<file path="src/rtl/inference_controller_if.sv">
// Host and network-side control bundle for the inference controller.
// The controller takes the slave side; the host/stimulus takes master.
interface inference_controller_if #(
    parameter int N_STEPS_W    = 8,
    parameter int OUTPUT_WIDTH = 4
);
    logic                    start_valid;
    logic                    start_ready;
    logic [N_STEPS_W-1:0]    n_steps;
    logic                    abort;
    logic                    layer_clear;
    logic                    step_en;
    logic                    win_valid;
    logic                    ol_valid;
    logic [OUTPUT_WIDTH-1:0] ol_result;
    logic                    res_valid;
    logic                    res_ready;
    logic [OUTPUT_WIDTH-1:0] res_data;
    logic                    res_err;
    logic                    busy;

    modport master (
        output start_valid, n_steps, abort,
        output ol_valid, ol_result, res_ready,
        input  start_ready, layer_clear, step_en, win_valid,
        input  res_valid, res_data, res_err, busy
    );

    modport slave (
        input  start_valid, n_steps, abort,
        input  ol_valid, ol_result, res_ready,
        output start_ready, layer_clear, step_en, win_valid,
        output res_valid, res_data, res_err, busy
    );
endinterface

</file>
<file path="src/rtl/inference_controller.sv">
// Sequences one spiking-network inference per host request:
// clear, timestep window, watchdog-bounded wait, held result.
module inference_controller #(
    parameter int N_STEPS_W    = 8,
    parameter int CLEAR_CYCLES = 2,
    parameter int TIMEOUT      = 15,
    parameter int OUTPUT_WIDTH = 4
) (
    input  logic                  clk,
    input  logic                  rst,
    inference_controller_if.slave bus
);
    localparam int CLR_W = (CLEAR_CYCLES > 1) ? $clog2(CLEAR_CYCLES) : 1;
    localparam int TMO_W = (TIMEOUT > 1) ? $clog2(TIMEOUT) : 1;
    localparam logic [CLR_W-1:0] CLR_LAST = CLR_W'(CLEAR_CYCLES - 1);
    localparam logic [TMO_W-1:0] TMO_LAST = TMO_W'(TIMEOUT - 1);

    typedef enum logic [2:0] {
        IDLE,
        CLEAR,
        RUN,
        WAIT,
        HOLD,
        ABORT
    } state_t;

    state_t                  state;
    state_t                  state_nxt;
    logic [N_STEPS_W-1:0]    steps;
    logic [N_STEPS_W-1:0]    step_cnt;
    logic [CLR_W-1:0]        clr_cnt;
    logic [TMO_W-1:0]        wait_cnt;
    logic [OUTPUT_WIDTH-1:0] res_data_q;
    logic                    res_err_q;

    logic clr_done;
    logic run_done;
    logic tmo;

    assign clr_done = (clr_cnt == CLR_LAST);
    assign run_done = (step_cnt == steps - 1'b1);
    assign tmo      = (wait_cnt == TMO_LAST);

    always_ff @(posedge clk or posedge rst) begin
        if (rst) begin
            state <= IDLE;
        end else begin
            state <= state_nxt;
        end
    end

    // abort takes priority over every other exit of the active states
    always_comb begin
        state_nxt = state;
        unique case (state)
            IDLE: begin
                if (bus.start_valid) state_nxt = CLEAR;
            end
            CLEAR: begin
                if (bus.abort)     state_nxt = ABORT;
                else if (clr_done) state_nxt = RUN;
            end
            RUN: begin
                if (bus.abort)     state_nxt = ABORT;
                else if (run_done) state_nxt = WAIT;
            end
            WAIT: begin
                if (bus.abort)                  state_nxt = ABORT;
                else if (bus.ol_valid || tmo)   state_nxt = HOLD;
            end
            HOLD: begin
                if (bus.res_ready) state_nxt = IDLE;
            end
            ABORT: begin
                state_nxt = IDLE;
            end
            default: begin
                state_nxt = IDLE;
            end
        endcase
    end

    // each counter restarts on any state change and saturates at its end
    always_ff @(posedge clk or posedge rst) begin
        if (rst) begin
            clr_cnt  <= '0;
            step_cnt <= '0;
            wait_cnt <= '0;
        end else if (state_nxt != state) begin
            clr_cnt  <= '0;
            step_cnt <= '0;
            wait_cnt <= '0;
        end else begin
            if (state == CLEAR && !clr_done) clr_cnt  <= clr_cnt + 1'b1;
            if (state == RUN && !run_done)   step_cnt <= step_cnt + 1'b1;
            if (state == WAIT && !tmo)       wait_cnt <= wait_cnt + 1'b1;
        end
    end

    always_ff @(posedge clk or posedge rst) begin
        if (rst) begin
            steps <= '0;
        end else if (state == IDLE && bus.start_valid) begin
            steps <= (bus.n_steps == '0) ? N_STEPS_W'(1) : bus.n_steps;
        end
    end

    always_ff @(posedge clk or posedge rst) begin
        if (rst) begin
            res_data_q <= '0;
            res_err_q  <= 1'b0;
        end else if (state == WAIT && !bus.abort) begin
            if (bus.ol_valid) begin
                res_data_q <= bus.ol_result;
                res_err_q  <= 1'b0;
            end else if (tmo) begin
                res_data_q <= '0;
                res_err_q  <= 1'b1;
            end
        end
    end

    assign bus.start_ready = (state == IDLE);
    assign bus.busy        = (state != IDLE);
    assign bus.layer_clear = (state == CLEAR) || (state == ABORT);
    assign bus.step_en     = (state == RUN);
    assign bus.win_valid   = (state == RUN);
    assign bus.res_valid   = (state == HOLD);
    assign bus.res_data    = res_data_q;
    assign bus.res_err     = res_err_q;
endmodule

</file>
<file path="src/flat_wrapper.sv">
// flat-port wrapper written by rule: the top's interface ports become plain ports
module inference_controller_flat 
#(
    parameter int N_STEPS_W    = 8,
    parameter int CLEAR_CYCLES = 2,
    parameter int TIMEOUT      = 15,
    parameter int OUTPUT_WIDTH = 4
)
  (clk, rst, bus_start_valid, bus_n_steps, bus_abort, bus_ol_valid, bus_ol_result, bus_res_ready, bus_start_ready, bus_layer_clear, bus_step_en, bus_win_valid, bus_res_valid, bus_res_data, bus_res_err, bus_busy);
  inference_controller_if #(.N_STEPS_W(N_STEPS_W), .OUTPUT_WIDTH(OUTPUT_WIDTH)) bus_i ();
  input  logic clk;
  input  logic rst;
  input wire logic [$bits(bus_i.start_valid)-1:0] bus_start_valid;
  input wire logic [$bits(bus_i.n_steps)-1:0] bus_n_steps;
  input wire logic [$bits(bus_i.abort)-1:0] bus_abort;
  input wire logic [$bits(bus_i.ol_valid)-1:0] bus_ol_valid;
  input wire logic [$bits(bus_i.ol_result)-1:0] bus_ol_result;
  input wire logic [$bits(bus_i.res_ready)-1:0] bus_res_ready;
  output wire logic [$bits(bus_i.start_ready)-1:0] bus_start_ready;
  output wire logic [$bits(bus_i.layer_clear)-1:0] bus_layer_clear;
  output wire logic [$bits(bus_i.step_en)-1:0] bus_step_en;
  output wire logic [$bits(bus_i.win_valid)-1:0] bus_win_valid;
  output wire logic [$bits(bus_i.res_valid)-1:0] bus_res_valid;
  output wire logic [$bits(bus_i.res_data)-1:0] bus_res_data;
  output wire logic [$bits(bus_i.res_err)-1:0] bus_res_err;
  output wire logic [$bits(bus_i.busy)-1:0] bus_busy;
  assign bus_i.start_valid = bus_start_valid;
  assign bus_i.n_steps = bus_n_steps;
  assign bus_i.abort = bus_abort;
  assign bus_i.ol_valid = bus_ol_valid;
  assign bus_i.ol_result = bus_ol_result;
  assign bus_i.res_ready = bus_res_ready;
  assign bus_start_ready = bus_i.start_ready;
  assign bus_layer_clear = bus_i.layer_clear;
  assign bus_step_en = bus_i.step_en;
  assign bus_win_valid = bus_i.win_valid;
  assign bus_res_valid = bus_i.res_valid;
  assign bus_res_data = bus_i.res_data;
  assign bus_res_err = bus_i.res_err;
  assign bus_busy = bus_i.busy;
  inference_controller #(.N_STEPS_W(N_STEPS_W), .CLEAR_CYCLES(CLEAR_CYCLES), .TIMEOUT(TIMEOUT), .OUTPUT_WIDTH(OUTPUT_WIDTH)) u_core (.clk(clk), .rst(rst), .bus(bus_i));
endmodule
</file>
<file path="config.mk">
export PLATFORM = sky130hd
export DESIGN_NAME = inference_controller_flat
export DESIGN_NICKNAME = d
export VERILOG_FILES = /design/src/rtl/inference_controller_if.sv /design/src/rtl/inference_controller.sv /design/src/flat_wrapper.sv
export SDC_FILE = /design/constraint.sdc
export NUM_CORES = 1
export LEC_CHECK = 0
export ABC_AREA = 1
export BUFFER_PORTS_ARGS = -buffer_cell sky130_fd_sc_hd__buf_2
export CAP_MARGIN = 20
export CORE_UTILIZATION = 55
export DETAILED_ROUTE_END_ITERATION = 8
export GPL_TIMING_DRIVEN = 0
export PLACE_DENSITY = 0.81
export SYNTH_ARGS = -nofsm -noshare
export SYNTH_HDL_FRONTEND = slang
export SYNTH_SLANG_ARGS = --single-unit
</file>
<file path="constraint.sdc">
create_clock -name clk -period 2.7 [get_ports clk]
set_clock_uncertainty 0.15 [all_clocks]
set_input_delay 0.54 -clock clk [delete_from_list [all_inputs] [get_ports clk]]
set_output_delay 0.54 -clock clk [all_outputs]
set_load 0.02 [all_outputs]
</file>
### After elaboration in Yosys (flattened, before gate mapping)

Index checks and enable logic that the tools add are counted.

| cells by class | value |
|---|---|
| add/subtract/negate cells | 4 |
| eq/ne operators | 8 |
| multiplexer cells | 20 |
| reductions and logical operators | 19 |

Operators with widths:

| cell | count |
|---|---|
| $mux W3 | 8 |
| $mux W8 | 3 |
| $mux W4 | 4 |
| $pmux W3 S5 | 1 |
| $add A8 B1 Y8 const B | 1 |
| $eq A8 B8 Y1 | 1 |
| $logic_not A8 Y1 | 1 |
| $reduce_bool A2 Y1 | 4 |
| $sub A8 B1 Y8 const B | 1 |
| $eq A3 B2 Y1 const B | 2 |
| $eq A3 B3 Y1 const B | 2 |
| $logic_and A1 B1 Y1 | 5 |
| $add A4 B1 Y4 const B | 1 |
| $eq A4 B4 Y1 const B | 1 |
| $logic_not A1 Y1 | 4 |
| $mux W1 | 4 |
| $eq A3 B1 Y1 const B | 1 |
| $logic_not A3 Y1 | 1 |
| $ne A3 B3 Y1 | 1 |
| $reduce_bool A3 Y1 | 1 |
| $logic_or A1 B1 Y1 | 2 |
| $reduce_and A2 Y1 | 1 |
| $add A1 B1 Y1 const B | 1 |

| storage, ports and cells | value |
|---|---|
| register bits | 29 |
| bits of input ports | 18 |
| output and inout port bits | 11 |

### Longest topological paths before layout

| logic depth | value |
|---|---|
| depth after elaboration | 7 |
| depth in mapped cells | 18 |

### Worst setup path before layout

No wires, ideal clock.

| path | value |
|---|---|
| path type | reg-to-reg |
| from | register u_core.state[0] |
| to | register u_core.step_cnt[7] |
| arrival time | 1.759 ns |
| data required time | 2.429 ns |
| slack | 0.670 ns |
| cell stages (with the launch flop) | 13 |
| buffers on the path | 2 |
| cells stage by stage | dfrtp_1 > buf_6 > inv_1 > nor2_1 > nand2_1 > a21oi_1 > o21ai_1 > o21ai_2 > xor2_1 > nor2_1 > nand2_2 > buf_6 > nor2_2 |

| between the ends | value |
|---|---|
| elaborated cells on any way between the ends | 18 |
| classes of those cells | eq/ne (5); mux (10); reduce/logical (3) |

RTL lines:

| item | RTL line | RTL |
|---|---|---|
| start, declared | inference_controller.sv:27 | `state_t state;` |
| start signal, assigned | inference_controller.sv:48 | `state <= state_nxt;` |
| $eq A3 B3 Y1 (tied with other cells) | inference_controller.sv:55 | `unique case (state)` |
| $pmux W3 S5 (*) | inference_controller.sv:55 |  |
| named net u_core.state_nxt[1] | inference_controller.sv:28 | `state_t state_nxt;` |
| $ne A3 B3 Y1 (*) | inference_controller.sv:89 | `end else if (state_nxt != state) begin` |
| $mux W8 / $reduce_bool A2 Y1 (equally long branches) | -- |  |
| end signal, assigned | inference_controller.sv:95 | `if (state == RUN && !run_done) step_cnt <= step_cnt + 1'b1;` |
| end, declared | inference_controller.sv:30 | `logic [N_STEPS_W-1:0] step_cnt;` |

Mark *: on every way through the listed nets, which the timed path passes. The rest lies on a longest branch.
A chain may end at the register's enable or synchronous reset.

### Final worst setup path

| path | value |
|---|---|
| from | register u_core.steps[0] |
| to | register u_core.wait_cnt[0] |

| between the ends | value |
|---|---|
| longest elaborated chain between the ends | 7 |
| elaborated cells on any way between the ends | 8 |
| classes of those cells | add/sub (1); eq/ne (2); mux (4); reduce/logical (1) |

RTL lines:

| item | RTL line | RTL |
|---|---|---|
| start, declared | inference_controller.sv:29 | `logic [N_STEPS_W-1:0] steps;` |
| start signal, assigned | inference_controller.sv:104 | `steps <= (bus.n_steps == '0) ? N_STEPS_W'(1) : bus.n_steps;` |
| $sub A8 B1 Y8 (*) | inference_controller.sv:41 | `assign run_done = (step_cnt == steps - 1'b1);` |
| $eq A8 B8 Y1 (*) | inference_controller.sv:41 |  |
| $mux W3 (*) | inference_controller.sv:65 | `else if (run_done) state_nxt = WAIT;` |
| $mux W3 (*) | inference_controller.sv:64 | `if (bus.abort) state_nxt = ABORT;` |
| $pmux W3 S5 (*) | inference_controller.sv:55 |  |
| $ne A3 B3 Y1 (*) | inference_controller.sv:89 |  |
| $mux W4 / $reduce_bool A2 Y1 (equally long branches) | -- |  |
| end signal, assigned | inference_controller.sv:96 | `if (state == WAIT && !tmo) wait_cnt <= wait_cnt + 1'b1;` |
| end, declared | inference_controller.sv:32 | `logic [TMO_W-1:0] wait_cnt;` |

Mark *: on every way between the ends. The rest lies on a longest branch, timed or not.

==> results.txt <==
status: finished clean
row count: 20
gr ovfl total: 0
CP required: 2.78 ns
Area Growth Syn to Fin: 16.5%
register area: 726 um2
Simple-Gate Fraction of Synth Area: 32.5%
Nets: 292
I/O Buffers: 28
Ports: 29
TritonCTS clock tree: built
Final Wtd Congestion: 0.809
post-synth design cell area: 1770 um2
Period minus WS final: 2.34 ns
vias: 1,523
largest family of logic cells by synthesized area: simple AND/OR/NAND/NOR gates
# Max-Cap Violations: 0
ys async rst share: 100%
most common cell after layout, fill and taps aside: nand2_1
Cell Pwr Density: 879 nW/um2
core area: 3050 um2
Worst setup EP type: flip-flop
post-route cell area: 2060 um2
layout cells sized above 1: 25.1%
ANT nets after route: 0
dpl cells: 306
RSZ-0062 raised after global routing: no
most frequent cells in the layout: nand2_1, inv_1, dfrtp_1
Slew HR: 59.6%
Worst setup SP type: flip-flop
die width: 58.7 um
final setup vio count: 0
most used flip-flop cell after synthesis: dfrtp_1
CTS max path bufs: 2
Final period util: 86.6%
number of flops mapped to enable cells by yosys: 0
fin util: 67.5%
initial antenna violation count: 0
H-tree levels: 2
vias in the first global route: 1,423
Post-Synth Adder-Cell Area: 2.83%
Non-Filler Instances: 315
TNS Setup: 0 ns
multi-input logic area: 886 um2
total power: 1.81 mW
postcts setup bufs: 0
syn_area_per_cell: 7.56 um2
final wirelength: 3500 um
n_diodes: 0
Mapped Nets: 256
Worst-Margin Slew: 0.606 ns
Pre-Repair DR Iteration Count: 4
DP Area: 1960 um2
clk_lat worst skew: 0.34 ns
Max Fanout on Critical Path: 10
GRT Total Usage: 23.5%
Root Driver: clkbuf_4
endpoints failing hold: 0
largest net degree at the start of global routing: 30
xor-xnor portion of the synthesized cell area: 4.95%
Gate Count Post-Synth: 234
filler cell count: 279
Clk pin slew, worst setup/hold paths: 0.10 ns
most area-consuming cells after synthesis: dfrtp_1, nand2_1, inv_1, nor2_1, nand3_1
WL/cell: 11.1 um
DP Wirelength: 2550 um
post_cts resized: 0
DRT iter0 DRCs: 62
die area: 3450 um2
Achievable Freq: 428 MHz
Initial Util: 58.0%
Slew Viols, Final: 0
YS warnings: 0
Die Y: 58.7 um
mux cell area share after synthesis: 1.27%
post-synthesis compound-gate area fraction: 8.56%
Post-CTS Hold Buffers: 0
Seq cells post-synth: 29
worst hold path class: input pin to async pin
CTS buffer count: 5
crit path kind: flip-flop to flip-flop
post-synthesis sequential area ratio: 41.0%
clock sinks: 29
count of different cell masters after synthesis: 26
worst vdd ir: 0.565 mV
number of remaining DRC errors: 0
Lkg Pwr: 1.05 nW
Worst Path Arrival: 2.42 ns
routed vias/inst: 4.83
Synth area leader: dfrtp_1
first-pass GRT wire length: 5910 um
top-area cell type share of the netlist area: 41.0%
cell families (layout without fill, tap and decap cells):
family,count (synthesis),after routing
buffers and inverters,37,74
AO/OA/AOI/OAI,26,26
AND/OR/NAND/NOR,126,126
XOR/XNOR,10,10
multiplexers,2,2
adder cells (fa/ha/maj),4,4
flip-flops,29,29
power by group:
group	switching (mW)	total [mW]	internal, mW
sequential	0.0975	0.631	0.534
combinational	0.542	0.874	0.331
clock	0.157	0.308	0.151
state kept, by name (all words and copies together) (netlist names):
| signal | cells |
|---|---|
| u_core.clr_cnt | 1 |
| u_core.state | 3 |
| u_core.bus.res_data | 4 |
| u_core.bus.res_err | 1 |
| u_core.step_cnt | 8 |
| u_core.steps | 8 |
| u_core.wait_cnt | 4 |
routing by layer:
layer	global-route usage, %	vias to the layer above	wire length, um
li1	-	810	-
met1	28.4	677	1620
met2	39.7	28	1670
met3	4.62	8	133
met4	12.2	0	72
met5	0	-	0
final timing paths:
| path | from | to | slack, ns | cells past startpoint |
|---|---|---|---|---|
| setup / recovery | u_core.steps[0] | u_core.wait_cnt[0] | 0.36 | 16 |
| hold / removal | rst | u_core.steps[6] | 0.1 | 2 |
| setup reg to reg | u_core.steps[0] | u_core.wait_cnt[0] | 0.36 | 16 |
| hold reg to reg | u_core.bus.res_data[0] | u_core.bus.res_data[0] | 0.36 | 1 |
| max in group asynchronous | rst | u_core.wait_cnt[0] | 1.80 | 3 |
| min in group clk | bus_ol_valid | u_core.bus.res_err | 0.25 | 2 |
layout make-up:
| type | count | area share [%] |
|---|---|---|
| multi-input cells | 168 | 43.0 |
| flip-flops and latches | 29 | 35.2 |
| repair buffers | 29 | 8.13 |
| inverters | 33 | 6.01 |
| clock buffers | 7 | 3.16 |
| well taps | 44 | 2.67 |
| plain buffers | 4 | 1.64 |
| clock inverters | 1 | 0.243 |
cells in the mapped netlist, types with 4 or more instances:
cell     number
nand2_1      52
inv_1        31
dfrtp_1      29
nor2_1       27
nand3_1      15
nor2_2       12
o21ai_0      12
nand2_2       8
a21oi_1       7
nand4_1       5
xnor2_1       5
xor2_1        5
a22o_1        4
ha_1          4
worst max-delay path, stage by stage, from the launching register on:
cell	delay, ns
dfrtp_1	0.43
inv_1	0.16
ha_1	0.24
nand2_2	0.08
nor2_1	0.12
nand2_1	0.07
nand2_1	0.05
nand2_1	0.06
nor2_2	0.12
nand2_2	0.11
nand2_2	0.08
nand2_2	0.06
nand3_1	0.09
nand2_1	0.07
nand2_2	0.10
buf_6	0.18
nor2_2	0.04
stage by stage:
step           hold slack, ns  worst slack, ns
6_report               0.0986            0.362
2_1_floorplan           0.344            0.670
3_3_place_gp            0.319            0.415
3_5_place_dp            0.338            0.387
4_1_cts                 0.248            0.356
5_1_grt                 0.119            0.132
No activity file was read; power rests on OpenSTA's default activity.
